==> src/rtl/pipeline_stall_ctrl_pkg.sv <==
// Shared types and defaults for the pipeline freeze/flush sequencer.
package pipeline_stall_ctrl_pkg;

  localparam int unsigned REG_W_DEF        = 5;
  localparam int unsigned MEM_WAIT_MAX_DEF = 15;
  localparam int unsigned CNT_W_DEF        = 16;
  localparam int unsigned REG_ZERO         = 0;

  typedef enum logic [1:0] {
    ST_RUN      = 2'd0,
    ST_MEM_WAIT = 2'd1,
    ST_HALT     = 2'd2
  } state_e;

  // One-bit pipeline controls produced each cycle.
  typedef struct packed {
    logic freeze_if;
    logic freeze_id;
    logic flush_id;
    logic bubble_exe;
    logic freeze_pipe;
    logic mem_timeout;
  } ctrl_t;

endpackage

==> src/rtl/pipeline_stall_ctrl_if.sv <==
// Hazard/memory status from the pipe and the stall controls returned to it.
interface pipeline_stall_ctrl_if
  import pipeline_stall_ctrl_pkg::*;
#(
  parameter int unsigned REG_W = REG_W_DEF,
  parameter int unsigned CNT_W = CNT_W_DEF
) ();

  logic [REG_W-1:0] id_src1;
  logic [REG_W-1:0] id_src2;
  logic             id_two_src;
  logic             id_src_valid;
  logic [REG_W-1:0] exe_dest;
  logic             exe_wb_en;
  logic             exe_mem_r_en;
  logic [REG_W-1:0] mem_dest;
  logic             mem_wb_en;
  logic             fwd_en;
  logic             branch_taken;
  logic             mem_req;
  logic             mem_ready;

  logic             freeze_if;
  logic             freeze_id;
  logic             flush_id;
  logic             bubble_exe;
  logic             freeze_pipe;
  logic             mem_timeout;
  logic [CNT_W-1:0] stall_cnt;

  // Pipeline side: reports stage state, consumes stall controls.
  modport master (
    output id_src1, id_src2, id_two_src, id_src_valid,
           exe_dest, exe_wb_en, exe_mem_r_en, mem_dest, mem_wb_en,
           fwd_en, branch_taken, mem_req, mem_ready,
    input  freeze_if, freeze_id, flush_id, bubble_exe, freeze_pipe,
           mem_timeout, stall_cnt
  );

  // Controller side.
  modport slave (
    input  id_src1, id_src2, id_two_src, id_src_valid,
           exe_dest, exe_wb_en, exe_mem_r_en, mem_dest, mem_wb_en,
           fwd_en, branch_taken, mem_req, mem_ready,
    output freeze_if, freeze_id, flush_id, bubble_exe, freeze_pipe,
           mem_timeout, stall_cnt
  );

endinterface

==> src/rtl/pipeline_stall_ctrl_hazard_detect.sv <==
// Combinational RAW hazard check of the ID operands against EXE/MEM writers.
module pipeline_stall_ctrl_hazard_detect
  import pipeline_stall_ctrl_pkg::*;
#(
  parameter int unsigned REG_W = REG_W_DEF
) (
  input  logic [REG_W-1:0] id_src1_i,
  input  logic [REG_W-1:0] id_src2_i,
  input  logic             id_two_src_i,
  input  logic             id_src_valid_i,
  input  logic [REG_W-1:0] exe_dest_i,
  input  logic             exe_wb_en_i,
  input  logic             exe_mem_r_en_i,
  input  logic [REG_W-1:0] mem_dest_i,
  input  logic             mem_wb_en_i,
  input  logic             fwd_en_i,
  output logic             raw_o
);

  logic exe_hit_c;
  logic mem_hit_c;

  // Register zero is never a real dependency; src2 only counts when it is read.
  always_comb begin
    exe_hit_c = exe_wb_en_i && (exe_dest_i != REG_W'(REG_ZERO)) &&
                ((exe_dest_i == id_src1_i) || (id_two_src_i && (exe_dest_i == id_src2_i)));
    mem_hit_c = mem_wb_en_i && (mem_dest_i != REG_W'(REG_ZERO)) &&
                ((mem_dest_i == id_src1_i) || (id_two_src_i && (mem_dest_i == id_src2_i)));
    // With forwarding only a load feeding the next instruction must stall.
    if (fwd_en_i) begin
      raw_o = id_src_valid_i && exe_mem_r_en_i && exe_hit_c;
    end else begin
      raw_o = id_src_valid_i && (exe_hit_c || mem_hit_c);
    end
  end

endmodule

==> src/rtl/pipeline_stall_ctrl.sv <==
// Freeze/flush sequencer: RAW stalls, branch flushes and data-memory wait holds.
module pipeline_stall_ctrl
  import pipeline_stall_ctrl_pkg::*;
#(
  parameter int unsigned REG_W        = REG_W_DEF,
  parameter int unsigned MEM_WAIT_MAX = MEM_WAIT_MAX_DEF,
  parameter int unsigned CNT_W        = CNT_W_DEF
) (
  input  logic                  clk,
  input  logic                  rst,
  pipeline_stall_ctrl_if.slave  bus
);

  localparam int unsigned    WAIT_W  = $clog2(MEM_WAIT_MAX + 1);
  localparam logic [CNT_W-1:0] CNT_MAX = '1;

  state_e            state_q, state_d;
  logic [WAIT_W-1:0] wait_q, wait_d;
  logic [CNT_W-1:0]  stall_cnt_q, stall_cnt_d;
  ctrl_t             ctrl_c;
  logic              raw_c;

  pipeline_stall_ctrl_hazard_detect #(
    .REG_W (REG_W)
  ) u_hazard (
    .id_src1_i      (bus.id_src1),
    .id_src2_i      (bus.id_src2),
    .id_two_src_i   (bus.id_two_src),
    .id_src_valid_i (bus.id_src_valid),
    .exe_dest_i     (bus.exe_dest),
    .exe_wb_en_i    (bus.exe_wb_en),
    .exe_mem_r_en_i (bus.exe_mem_r_en),
    .mem_dest_i     (bus.mem_dest),
    .mem_wb_en_i    (bus.mem_wb_en),
    .fwd_en_i       (bus.fwd_en),
    .raw_o          (raw_c)
  );

  // State, wait counter and stall statistics registers.
  always_ff @(posedge clk or posedge rst) begin
    if (rst) begin
      state_q     <= ST_RUN;
      wait_q      <= '0;
      stall_cnt_q <= '0;
    end else begin
      state_q     <= state_d;
      wait_q      <= wait_d;
      stall_cnt_q <= stall_cnt_d;
    end
  end

  // Next state and same-cycle Mealy controls.
  always_comb begin
    state_d = state_q;
    wait_d  = wait_q;
    ctrl_c  = '0;
    unique case (state_q)
      ST_RUN: begin
        if (bus.mem_req && !bus.mem_ready) begin
          ctrl_c.freeze_pipe = 1'b1;
          state_d            = ST_MEM_WAIT;
          wait_d             = WAIT_W'(1);
        end else if (bus.branch_taken) begin
          ctrl_c.flush_id   = 1'b1;
          ctrl_c.bubble_exe = 1'b1;
        end else if (raw_c) begin
          ctrl_c.freeze_if  = 1'b1;
          ctrl_c.freeze_id  = 1'b1;
          ctrl_c.bubble_exe = 1'b1;
        end
      end
      ST_MEM_WAIT: begin
        // Branch and hazard requests are deliberately ignored until release.
        ctrl_c.freeze_pipe = 1'b1;
        if (bus.mem_ready) begin
          state_d = ST_RUN;
          wait_d  = '0;
        end else if (wait_q == WAIT_W'(MEM_WAIT_MAX)) begin
          state_d = ST_HALT;
        end else begin
          wait_d = wait_q + WAIT_W'(1);
        end
      end
      ST_HALT: begin
        ctrl_c.freeze_pipe = 1'b1;
        ctrl_c.mem_timeout = 1'b1;
      end
      default: begin
        state_d = ST_RUN;
        wait_d  = '0;
      end
    endcase
    if (ctrl_c.freeze_pipe) begin
      ctrl_c.freeze_if = 1'b1;
      ctrl_c.freeze_id = 1'b1;
    end
  end

  // Saturating count of cycles in which the PC was held.
  always_comb begin
    stall_cnt_d = stall_cnt_q;
    if (ctrl_c.freeze_if && (stall_cnt_q != CNT_MAX)) begin
      stall_cnt_d = stall_cnt_q + CNT_W'(1);
    end
  end

  // Controls are forced low for the whole time reset is asserted.
  assign bus.freeze_if   = ctrl_c.freeze_if   & ~rst;
  assign bus.freeze_id   = ctrl_c.freeze_id   & ~rst;
  assign bus.flush_id    = ctrl_c.flush_id    & ~rst;
  assign bus.bubble_exe  = ctrl_c.bubble_exe  & ~rst;
  assign bus.freeze_pipe = ctrl_c.freeze_pipe & ~rst;
  assign bus.mem_timeout = ctrl_c.mem_timeout & ~rst;
  assign bus.stall_cnt   = stall_cnt_q;

endmodule

==> src/flat_wrapper.sv <==
// flat-port wrapper written by rule: the top's interface ports become plain ports
module pipeline_stall_ctrl_flat import pipeline_stall_ctrl_pkg::*;
#(
  parameter int unsigned REG_W        = REG_W_DEF,
  parameter int unsigned MEM_WAIT_MAX = MEM_WAIT_MAX_DEF,
  parameter int unsigned CNT_W        = CNT_W_DEF
)
  (clk, rst, bus_id_src1, bus_id_src2, bus_id_two_src, bus_id_src_valid, bus_exe_dest, bus_exe_wb_en, bus_exe_mem_r_en, bus_mem_dest, bus_mem_wb_en, bus_fwd_en, bus_branch_taken, bus_mem_req, bus_mem_ready, bus_freeze_if, bus_freeze_id, bus_flush_id, bus_bubble_exe, bus_freeze_pipe, bus_mem_timeout, bus_stall_cnt);
  pipeline_stall_ctrl_if #(.REG_W(REG_W), .CNT_W(CNT_W)) bus_i ();
  input  logic clk;
  input  logic rst;
  input wire logic [$bits(bus_i.id_src1)-1:0] bus_id_src1;
  input wire logic [$bits(bus_i.id_src2)-1:0] bus_id_src2;
  input wire logic [$bits(bus_i.id_two_src)-1:0] bus_id_two_src;
  input wire logic [$bits(bus_i.id_src_valid)-1:0] bus_id_src_valid;
  input wire logic [$bits(bus_i.exe_dest)-1:0] bus_exe_dest;
  input wire logic [$bits(bus_i.exe_wb_en)-1:0] bus_exe_wb_en;
  input wire logic [$bits(bus_i.exe_mem_r_en)-1:0] bus_exe_mem_r_en;
  input wire logic [$bits(bus_i.mem_dest)-1:0] bus_mem_dest;
  input wire logic [$bits(bus_i.mem_wb_en)-1:0] bus_mem_wb_en;
  input wire logic [$bits(bus_i.fwd_en)-1:0] bus_fwd_en;
  input wire logic [$bits(bus_i.branch_taken)-1:0] bus_branch_taken;
  input wire logic [$bits(bus_i.mem_req)-1:0] bus_mem_req;
  input wire logic [$bits(bus_i.mem_ready)-1:0] bus_mem_ready;
  output wire logic [$bits(bus_i.freeze_if)-1:0] bus_freeze_if;
  output wire logic [$bits(bus_i.freeze_id)-1:0] bus_freeze_id;
  output wire logic [$bits(bus_i.flush_id)-1:0] bus_flush_id;
  output wire logic [$bits(bus_i.bubble_exe)-1:0] bus_bubble_exe;
  output wire logic [$bits(bus_i.freeze_pipe)-1:0] bus_freeze_pipe;
  output wire logic [$bits(bus_i.mem_timeout)-1:0] bus_mem_timeout;
  output wire logic [$bits(bus_i.stall_cnt)-1:0] bus_stall_cnt;
  assign bus_i.id_src1 = bus_id_src1;
  assign bus_i.id_src2 = bus_id_src2;
  assign bus_i.id_two_src = bus_id_two_src;
  assign bus_i.id_src_valid = bus_id_src_valid;
  assign bus_i.exe_dest = bus_exe_dest;
  assign bus_i.exe_wb_en = bus_exe_wb_en;
  assign bus_i.exe_mem_r_en = bus_exe_mem_r_en;
  assign bus_i.mem_dest = bus_mem_dest;
  assign bus_i.mem_wb_en = bus_mem_wb_en;
  assign bus_i.fwd_en = bus_fwd_en;
  assign bus_i.branch_taken = bus_branch_taken;
  assign bus_i.mem_req = bus_mem_req;
  assign bus_i.mem_ready = bus_mem_ready;
  assign bus_freeze_if = bus_i.freeze_if;
  assign bus_freeze_id = bus_i.freeze_id;
  assign bus_flush_id = bus_i.flush_id;
  assign bus_bubble_exe = bus_i.bubble_exe;
  assign bus_freeze_pipe = bus_i.freeze_pipe;
  assign bus_mem_timeout = bus_i.mem_timeout;
  assign bus_stall_cnt = bus_i.stall_cnt;
  pipeline_stall_ctrl #(.REG_W(REG_W), .MEM_WAIT_MAX(MEM_WAIT_MAX), .CNT_W(CNT_W)) u_core (.clk(clk), .rst(rst), .bus(bus_i));
endmodule
==> config.mk <==
export PLATFORM = sky130hd
export DESIGN_NAME = pipeline_stall_ctrl_flat
export DESIGN_NICKNAME = d
export VERILOG_FILES = /design/src/rtl/pipeline_stall_ctrl_pkg.sv /design/src/rtl/pipeline_stall_ctrl_if.sv /design/src/rtl/pipeline_stall_ctrl_hazard_detect.sv /design/src/rtl/pipeline_stall_ctrl.sv /design/src/flat_wrapper.sv
export SDC_FILE = /design/constraint.sdc
export NUM_CORES = 1
export LEC_CHECK = 0
export ABC_AREA = 1
export CAP_MARGIN = 30
export CORE_UTILIZATION = 52
export DETAILED_ROUTE_END_ITERATION = 10
export GPL_ROUTABILITY_DRIVEN = 1
export PLACE_DENSITY = 0.95
export SLEW_MARGIN = 15
export SYNTH_ARGS = -nofsm -noshare
export SYNTH_HDL_FRONTEND = slang
export SYNTH_SLANG_ARGS = --single-unit
==> constraint.sdc <==
create_clock -name clk -period 2.55 [get_ports clk]
set_clock_uncertainty 0.05 [all_clocks]
set_input_delay 0.3825 -clock clk [delete_from_list [all_inputs] [get_ports clk]]
set_output_delay 0.3825 -clock clk [all_outputs]
set_load 0.005 [all_outputs]
==> out/results.env, run 1 <==
AREA.GROWTH.SYNTH_TO_FINAL_PCT=32.5
WORST_SLEW_PIN_SLEW_NS=0.323
SYNTH_TOP_AREA_FRAC=0.294
PIN_COUNT=53
REMAINING_ROUTING_DRC_VIOLATIONS=0
TOTALPOWERFINAL_uW=1510
SYNTH.YOSYS.WARNINGS=0
GRT_PASS1_VIAS=1883
TIMING.CRITICAL_PATH.REQUIRED_NS=2.12
GLOBALROUTE.BUSIESTLAYER='met2'
FIN_NETS=389
SETUP_WS_PRE_CTS_NS=-0.116
FILLER_CELL_COUNT=243
TYPE_OF_THE_WORST_MIN_DELAY_PATH='input port to async pin'
GROUTE.USAGE.OVERALL=0.258
POWER.SWITCHING_uW=666
RSZ0062_AT_GRT='false'
SHARE_OF_SYNTHESIZED_AREA_OCCUPIED_BY_FLIP_FLOPS_AND_LATCHES=0.294
GRT.MET2_USAGE=0.454
REPORT.FINAL.SETUP_VIOL=0
R2R.WORST_PATH.CELLS=7
VIAS_PER_CELL=5.12
PERIOD_SHARE=0.930
PERIOD_NEEDED_NS=2.37
SLEW_VIOLATIONS=0
DIE_HEIGHT_UM=62.0
CTS_HTREE_LEVELS=1
POST_SYNTH_INSTANCE_AREA_SQ_UM=1870
REG2REG_SETUP_SLACK_NS=0.50
P_INT_uW=846
P_LEAK_uW=0.00135
NUMBER_OF_SYNTHESIZED_FLOPS_WITH_AN_ENABLE_PIN=0
REG2REG_FROM='u_core.bus.stall_cnt[0]$_DFFE_PP0P_'
CTS_BUFFER_DEPTH=2
GRT_ANTENNA_BEFORE_REPAIR=0
CTS_TREE='yes'
POWER.SHARE.COMBINATIONAL=0.549
YS_DOMINANT_REG_CELL='dfrtp_1'
DETAILED_PLACE_HPWL_UM=3650
SKEW_PAIR_LATE_INSERTION_DELAY_NS=0.31
MOST_FREQUENT_CELL_ON_THE_CRITICAL_PATH='nand2_1'
CPMAXSTAGEDELAYCELL='clkdlybuf4s50_1'
CTS.REPORTEDPATHS.CLKPINSLEW_NS=0.11
CTS.REPAIR_TIMING.SETUP_BUFFER_COUNT=0
POWER_FRAC_CLOCK=0.103
PORT_BUFFERS=52
SYNTH.DISTINCT_CELLS=27
GRTUSAGEMET1=0.315
POST_SYNTHESIS_ASYNC_SET_OR_RESET_FLOP_SHARE=1.00
CLOCK_SINKS=22
SYNTH_FP_NETS=331
SYNTHDOMINANTAREACELLTYPE='dfrtp_1'
ROUTED_WIRE_LENGTH_PER_INSTANCE_UM=11.6
ROUTABILITYCONGESTION=0.914
START_UTIL=0.552
STD_CELL_ROWS=21
SYNTHESIS.INSTANCES=294
CHIPWIDTH_UM=62.0
GRT.OVERFLOW.TOTAL=0
SYNTHESIS.AREA_PER_INSTANCE_SQ_UM=6.37
CELL_AT_THE_ROOT_OF_THE_CLOCK_TREE='clkbuf_4'
ANTENNADIODECOUNT=0
CATEGORY_OF_THE_WORST_SETUP_PATH_CAPTURE_POINT='primary output'
CRIT_FANOUT=3
CAP_VIOL_MAX_COUNT=0
SYNTH_TOP_CELLS_BY_AREA='dfrtp_1 (29%), nand2_1 (23%), nand3_1 (7.5%)'
VIAS=2027
COREAREA_SQ_UM=3390
OUTCOME='finished, final reports clean'
SYNTH_SEQ_CELLS=22
WORST_SLACK_NS=0.178
POWER.SHARE.SEQUENTIAL=0.348
CTS-BUFFERS-INSERTED=3
CRIT_PATH_MAX_INCR_DELAY_NS=0.50
GRT_FIRST_PASS_WIRELENGTH_UM=7480
FINALWIRELENGTH_UM=4580
POWER_PER_CELL_AREA_nW_PER_UM2=610
DETAILEDROUTE.FIRSTITERATIONVIOLATIONS=98
SETUP.WORST_PATH.START_CLASS='input port'
R2R_END='u_core.bus.stall_cnt[2]$_DFFE_PP0P_'
DIE_AREA_SQ_UM=3840
ROUTE.ANTENNA.REMAINING_NETS=0
CRIT_ARRIVAL_NS=1.94
MAXIMUM_NUMBER_OF_PINS_ON_ONE_NET_BEFORE_GLOBAL_ROUTE_REPAIR=23
WORSTPATHCELLLIST='clkdlybuf4s50_1, inv_1, nand2_1, nand2_1, nor2_1, nand3_1, nand2_1, nand2_1, nand2_1, nand3_2, a21oi_1, dlygate4sd2_1'
TIMING.FMAX_MHz=422
LAYOUT-DRIVE-GT1-SHARE=0.0714
FINAL-HOLD-VIOLATION-COUNT=0
GR-USAGE-MET3=0.0290
VDD_DROP_MAX_V=0.000397
DRT_PASS1_ITERATIONS=5
RELSLEWSLACK=0.783
SW_FRAC_OF_TOTAL=0.441
CRIT_TYPE='input port to primary output'
-- stage by stage --
step           instances  utilization  area [sq um]  hold WS (ns)  TNS [ns]
3_5_place_dp         393        0.726          2460         0.479    -0.270
6_report             396        0.732          2480         0.482         0
3_3_place_gp         393        0.726          2460         0.459    -0.254
2_1_floorplan        294            -          1870         0.330         0
4_1_cts              396        0.731          2480         0.485         0
5_1_grt              396        0.732          2480         0.520         0
-- sequential cells by signal, summed over array words and instances, names as in the netlist --
| name | count |
|---|---|
| u_core.bus.stall_cnt | 16 |
| u_core.state_q | 2 |
| u_core.wait_q | 4 |
-- synthesized netlist by cell type, drive strengths merged (6+ instances only) --
library cell,instances
xor2,6
nor2,29
xnor2,10
nand2,117
inv,43
dfrtp,22
nand3,29
ha,6
-- cell type report --
class                   instances  area (sq um)  area share
flip-flops and latches         22           551       0.222
multi-input cells             224          1130       0.454
inverters                      43           161      0.0651
well taps                      46          57.6      0.0232
repair buffers                 58           562       0.227
clock buffers                   3          22.5     0.00908
-- timing repair --
item | CTS | global route
hold buffers | 0 | 0
pin swaps | 0 | 0
endpoints found under the setup margin | 3 | 2
resized for setup | 5 | 1
-- worst max path at each step --
stage | from | end | slack (ns) | cells after the start
detailed placement | bus_mem_dest[3] | bus_freeze_id | -0.12 | 12
CTS | bus_exe_dest[4] | bus_freeze_if | 0.17 | 12
global route | bus_id_src1[4] | bus_freeze_id | 0.009 | 12
finish | bus_mem_dest[4] | bus_freeze_if | 0.18 | 12
global placement | bus_mem_dest[4] | bus_freeze_id | -0.11 | 12
floorplan | u_core.state_q[0]$_DFFE_PP0P_ | bus_freeze_if | 0.82 | 7
-- worst max-delay path, delay by kind of cell --
kind | cells | cell delay (ns)
buf+inv | 3 | 0.83
compound gates | 1 | 0.14
simple gates | 8 | 0.57
-- power by group through the flow --
stage	Sequential (uW)	Combinational (uW)	Clock, uW
finish	526	830	156
global route	536	924	174
CTS	523	831	156
detailed placement	530	838	0
global placement	525	802	0
floorplan	510	526	0
-- per-layer routing --
layer	wire, um	share of wire	up-vias
li1	-	-	1027
met1	1970	0.43	906
met2	2280	0.50	80
met3	213	0.046	14
met4	118	0.026	0
met5	0	0	-
-- cells in the final DEF (no fill, tap or decap), drive strengths merged, types with 6 or more instances in the layout --
master,n
buf,6
clkdlybuf4s50,46
dfrtp,22
ha,6
inv,43
nand2,117
nand3,29
nor2,29
xnor2,10
xor2,6
-- cells by family (layout without fill, tap and decap cells) --
kind of cell / Yosys count / count (layout) / synth area share
AO/OA/AOI/OAI: 15 / 15 / 0.0481
flip-flops: 22 / 22 / 0.294
buffers and inverters: 48 / 104 / 0.104
AND/OR/NAND/NOR: 187 / 187 / 0.438
XOR/XNOR: 16 / 16 / 0.0749
adder cells (fa/ha/maj): 6 / 6 / 0.0401
(Power assumes the default switching activity.)
==> run 2, diff against run 1 <==
--- a/config.mk
+++ b/config.mk
@@ -7,11 +7,11 @@
 export LEC_CHECK = 0
 export ABC_AREA = 1
 export CAP_MARGIN = 30
-export CORE_UTILIZATION = 52
+export CORE_UTILIZATION = 53
+export CTS_BUF_LIST = sky130_fd_sc_hd__clkbuf_8
 export DETAILED_ROUTE_END_ITERATION = 10
 export GPL_ROUTABILITY_DRIVEN = 1
 export PLACE_DENSITY = 0.95
-export SLEW_MARGIN = 15
 export SYNTH_ARGS = -nofsm -noshare
 export SYNTH_HDL_FRONTEND = slang
 export SYNTH_SLANG_ARGS = --single-unit
==> run 2 against run 1 <==
  * Non-clock buffer count up 1
  * Count of clock-buffer cells in the layout stayed put
  * Worst hold slack improved by 0.029 ns
  * Critical path depth is the same
  * Sequential share of layout area is 0.43 points lower
  * Clock power rose by 110%
  * Design area increased by 2.0%
  * Register-to-register slack lost 0.08 ns
  * Setup slack lost 0.026 ns
  * Largest power group unchanged
  * Highest routed layer unchanged
==> out/results.env, run 2 (synthesis gave the netlist of run 1 again) <==
PIN_COUNT=53  # unchanged
VIAS_PER_CELL=5.22  # was 5.12
CHIPWIDTH_UM=61.4  # was 62.0 um
WL_ON_MET1_UM=2050  # was 1970 um
FINALWIRELENGTH_UM=4870  # was 4580 um
LAYOUT-DRIVE-GT1-SHARE=0.0852  # was 0.0714
CPMAXSTAGEDELAYCELL='clkdlybuf4s50_1'  # unchanged
POWER.SHARE.SEQUENTIAL=0.313  # was 0.348
CLOCK_SINKS=22  # unchanged
SETUP.WORST_PATH.START_CLASS='input port'  # unchanged
WORSTPATHCELLLIST='clkdlybuf4s50_1, inv_1, nand2_1, nand2_1, nor2_1, nand3_1, nand2_1, nand2_1, nand2_1, nand3_2, a21oi_2, dlygate4sd2_1'  # was clkdlybuf4s50_1, inv_1, nand2_1, nand2_1, nor2_1, nand3_1, nand2_1, nand2_1, nand2_1, nand3_2, a21oi_1, dlygate4sd2_1
VDD_DROP_MAX_V=0.000518  # was 0.000397 V
DIE_HEIGHT_UM=61.4  # was 62.0 um
PORT_BUFFERS=52  # unchanged
PERIOD_SHARE=0.941  # was 0.930
DR.MAX_LAYER_USED='met4'  # unchanged
FIN_NETS=390  # was 389
FINAL_AREA_SQ_UM=2530  # was 2480 sq um
CTS_HTREE_LEVELS=1  # unchanged
GROUTE.USAGE.OVERALL=0.271  # was 0.258
P_INT_uW=999  # was 846 uW
STD_CELL_ROWS=21  # unchanged
CTS.REPORTEDPATHS.CLKPINSLEW_NS=0.08  # was 0.11 ns
ANTENNADIODECOUNT=0  # unchanged
WORST_SLEW_PIN_SLEW_NS=0.357  # was 0.323 ns
ROUTE.ANTENNA.REMAINING_NETS=0  # unchanged
WL_MET2_UM=2550  # was 2280 um
VIAS=2078  # was 2027
CRIT_ARRIVAL_NS=1.97  # was 1.94 ns
CAP_VIOL_MAX_COUNT=0  # unchanged
CTS_TREE='yes'  # unchanged
REMAINING_ROUTING_DRC_VIOLATIONS=0  # unchanged
TIMING.CRITICAL_PATH.REQUIRED_NS=2.12  # about the same
POWER_PER_CELL_AREA_nW_PER_UM2=673  # was 610 nW/um^2
CRITICAL_PATH.STARTPOINT='bus_exe_dest[2]'  # was bus_mem_dest[4]
MOST_FREQUENT_CELL_ON_THE_CRITICAL_PATH='nand2_1'  # unchanged
DETAILED_PLACE_HPWL_UM=3820  # was 3650 um
DRT_PASS1_ITERATIONS=5  # unchanged
TYPE_OF_THE_WORST_MIN_DELAY_PATH='flop to flop'  # was input port to async pin
DPL_CELL_AREA_SQ_UM=2470  # was 2460 sq um
PERIOD_NEEDED_NS=2.40  # was 2.37 ns
START_UTIL=0.557  # was 0.552
ROUTABILITYCONGESTION=0.979  # was 0.914
SW_FRAC_OF_TOTAL=0.413  # was 0.441
CTS_BUFFER_DEPTH=2  # unchanged
CELL_AT_THE_ROOT_OF_THE_CLOCK_TREE='clkbuf_8'  # was clkbuf_4
CRIT_PATH_MAX_INCR_DELAY_NS=0.52  # was 0.50 ns
GRT.OVERFLOW.TOTAL=0  # unchanged
GRT_FIRST_PASS_WIRELENGTH_UM=7670  # was 7480 um
POWER.SHARE.COMBINATIONAL=0.493  # was 0.549
CRIT_TYPE='input port to primary output'  # unchanged
MOST_COMMON_CELL_AFTER_LAYOUT_FILL_AND_TAPS_ASIDE='nand2_1'  # unchanged
ROUTED_WIRE_LENGTH_PER_INSTANCE_UM=12.2  # was 11.6 um
MOST-COMMON-LAYOUT-CELLS='nand2_1 (115), clkdlybuf4s50_1 (46), inv_1 (35)'  # unchanged
DETAILEDROUTE.FIRSTITERATIONVIOLATIONS=158  # was 98
SLEW_VIOLATIONS=0  # unchanged
SKEW_PAIR_LATE_INSERTION_DELAY_NS=0.27  # was 0.31 ns
CATEGORY_OF_THE_WORST_SETUP_PATH_CAPTURE_POINT='primary output'  # unchanged
LARGEST_REGISTER_FFS=16  # unchanged
MAXIMUM_NUMBER_OF_PINS_ON_ONE_NET_BEFORE_GLOBAL_ROUTE_REPAIR=23  # unchanged
COREAREA_SQ_UM=3360  # was 3390 sq um
TIMING.SETUP.TNS_NS=0  # unchanged
REG2REG_FROM='u_core.bus.stall_cnt[0]$_DFFE_PP0P_'  # unchanged
P_LEAK_uW=0.00136  # was 0.00135 uW
CRIT_FANOUT=3  # unchanged
GRT_PASS1_VIAS=1821  # was 1883
CRITPATHTOPFAMILY='buffers and inverters'  # unchanged
POWER.SWITCHING_uW=702  # was 666 uW
AREA.GROWTH.SYNTH_TO_FINAL_PCT=35.1  # was 32.5%
GRT_ANTENNA_BEFORE_REPAIR=0  # unchanged
CRITICAL_PATH_BUFFER_AND_INVERTER_COUNT=3  # unchanged
RSZ0062_AT_GRT='false'  # unchanged
CTS-BUFFERS-INSERTED=3  # unchanged
POWER_FRAC_CLOCK=0.194  # was 0.103
TIMING.FMAX_MHz=417  # was 422 MHz
FINAL-HOLD-VIOLATION-COUNT=0  # unchanged
WL_MET3_UM=213  # unchanged
DIE_AREA_SQ_UM=3770  # was 3840 sq um
RELSLEWSLACK=0.761  # was 0.783
REPORT.FINAL.SETUP_VIOL=0  # unchanged
HP-START='u_core.state_q[0]$_DFFE_PP0P_'
OUTCOME='finished, final reports clean'  # unchanged
CTS.REPAIR_TIMING.SETUP_BUFFER_COUNT=0  # unchanged
-- run 2: routing by layer --
| metal | track usage | up-vias |
|---|---|---|
| met2 | 0.497 | 68 |
| li1 | - | 1033 |
| met5 | 0 | - |
| met4 | 0.0635 | 0 |
| met3 | 0.0567 | 10 |
| met1 | 0.324 | 967 |
-- run 2: what timing repair did --
item,4_1_cts,5_1_grt
pin swaps,1,1
resized for setup,7,4
setup endpoints to repair,3,3
hold buffers,0,0
-- run 2: metrics by stage --
step | utilization | std cells | power [uW] | hold WS (ns) | setup slack, ns
2_1_floorplan | - | 294 | 1040 | 0.330 | 0.818
3_3_place_gp | 0.734 | 394 | 1330 | 0.460 | -0.188
3_5_place_dp | 0.734 | 394 | 1370 | 0.495 | -0.219
4_1_cts | 0.754 | 398 | 1700 | 0.514 | 0.113
5_1_grt | 0.752 | 398 | 1820 | 0.542 | 0.00824
6_report | 0.752 | 398 | 1700 | 0.512 | 0.151
-- run 2: path summary, 6_finish.rpt --
path                            slack, ns                                   end  cells after the start
worst max-delay path                 0.15                         bus_freeze_id                     12
worst min-delay path                 0.51         u_core.state_q[0]$_DFFE_PP0P_                      2
worst max register to register       0.42   u_core.bus.stall_cnt[1]$_DFFE_PP0P_                      7
worst min register to register       0.51         u_core.state_q[0]$_DFFE_PP0P_                      2
max in group asynchronous            1.68  u_core.bus.stall_cnt[15]$_DFFE_PP0P_                      3
min in group asynchronous            0.55         u_core.state_q[1]$_DFFE_PP0P_                      3
-- run 2: worst register-to-register path: cells and delay by family (launching register included) --
kind / cells / cell delay [ns]
flip-flops: 1 / 0.45
AND/OR/NAND/NOR: 6 / 1.28
adder cells (fa/ha/maj): 1 / 0.29
-- run 2: cell type report --
cell class              instances  area (sq um)
multi-input cells             224          1130
fillers                       288           835
repair buffers                 59           558
flip-flops and latches         22           551
inverters                      43           161
well taps                      46          57.6
clock buffers                   3          41.3
clock inverters                 1          30.0
-- run 2: power by group through the flow --
stage / clock network [uW] / registers (uW) / logic, uW
floorplan: 0 / 510 / 526
global placement: 0 / 526 / 801
detailed placement: 0 / 530 / 841
CTS: 329 / 528 / 840
global route: 352 / 538 / 930
finish: 330 / 532 / 839
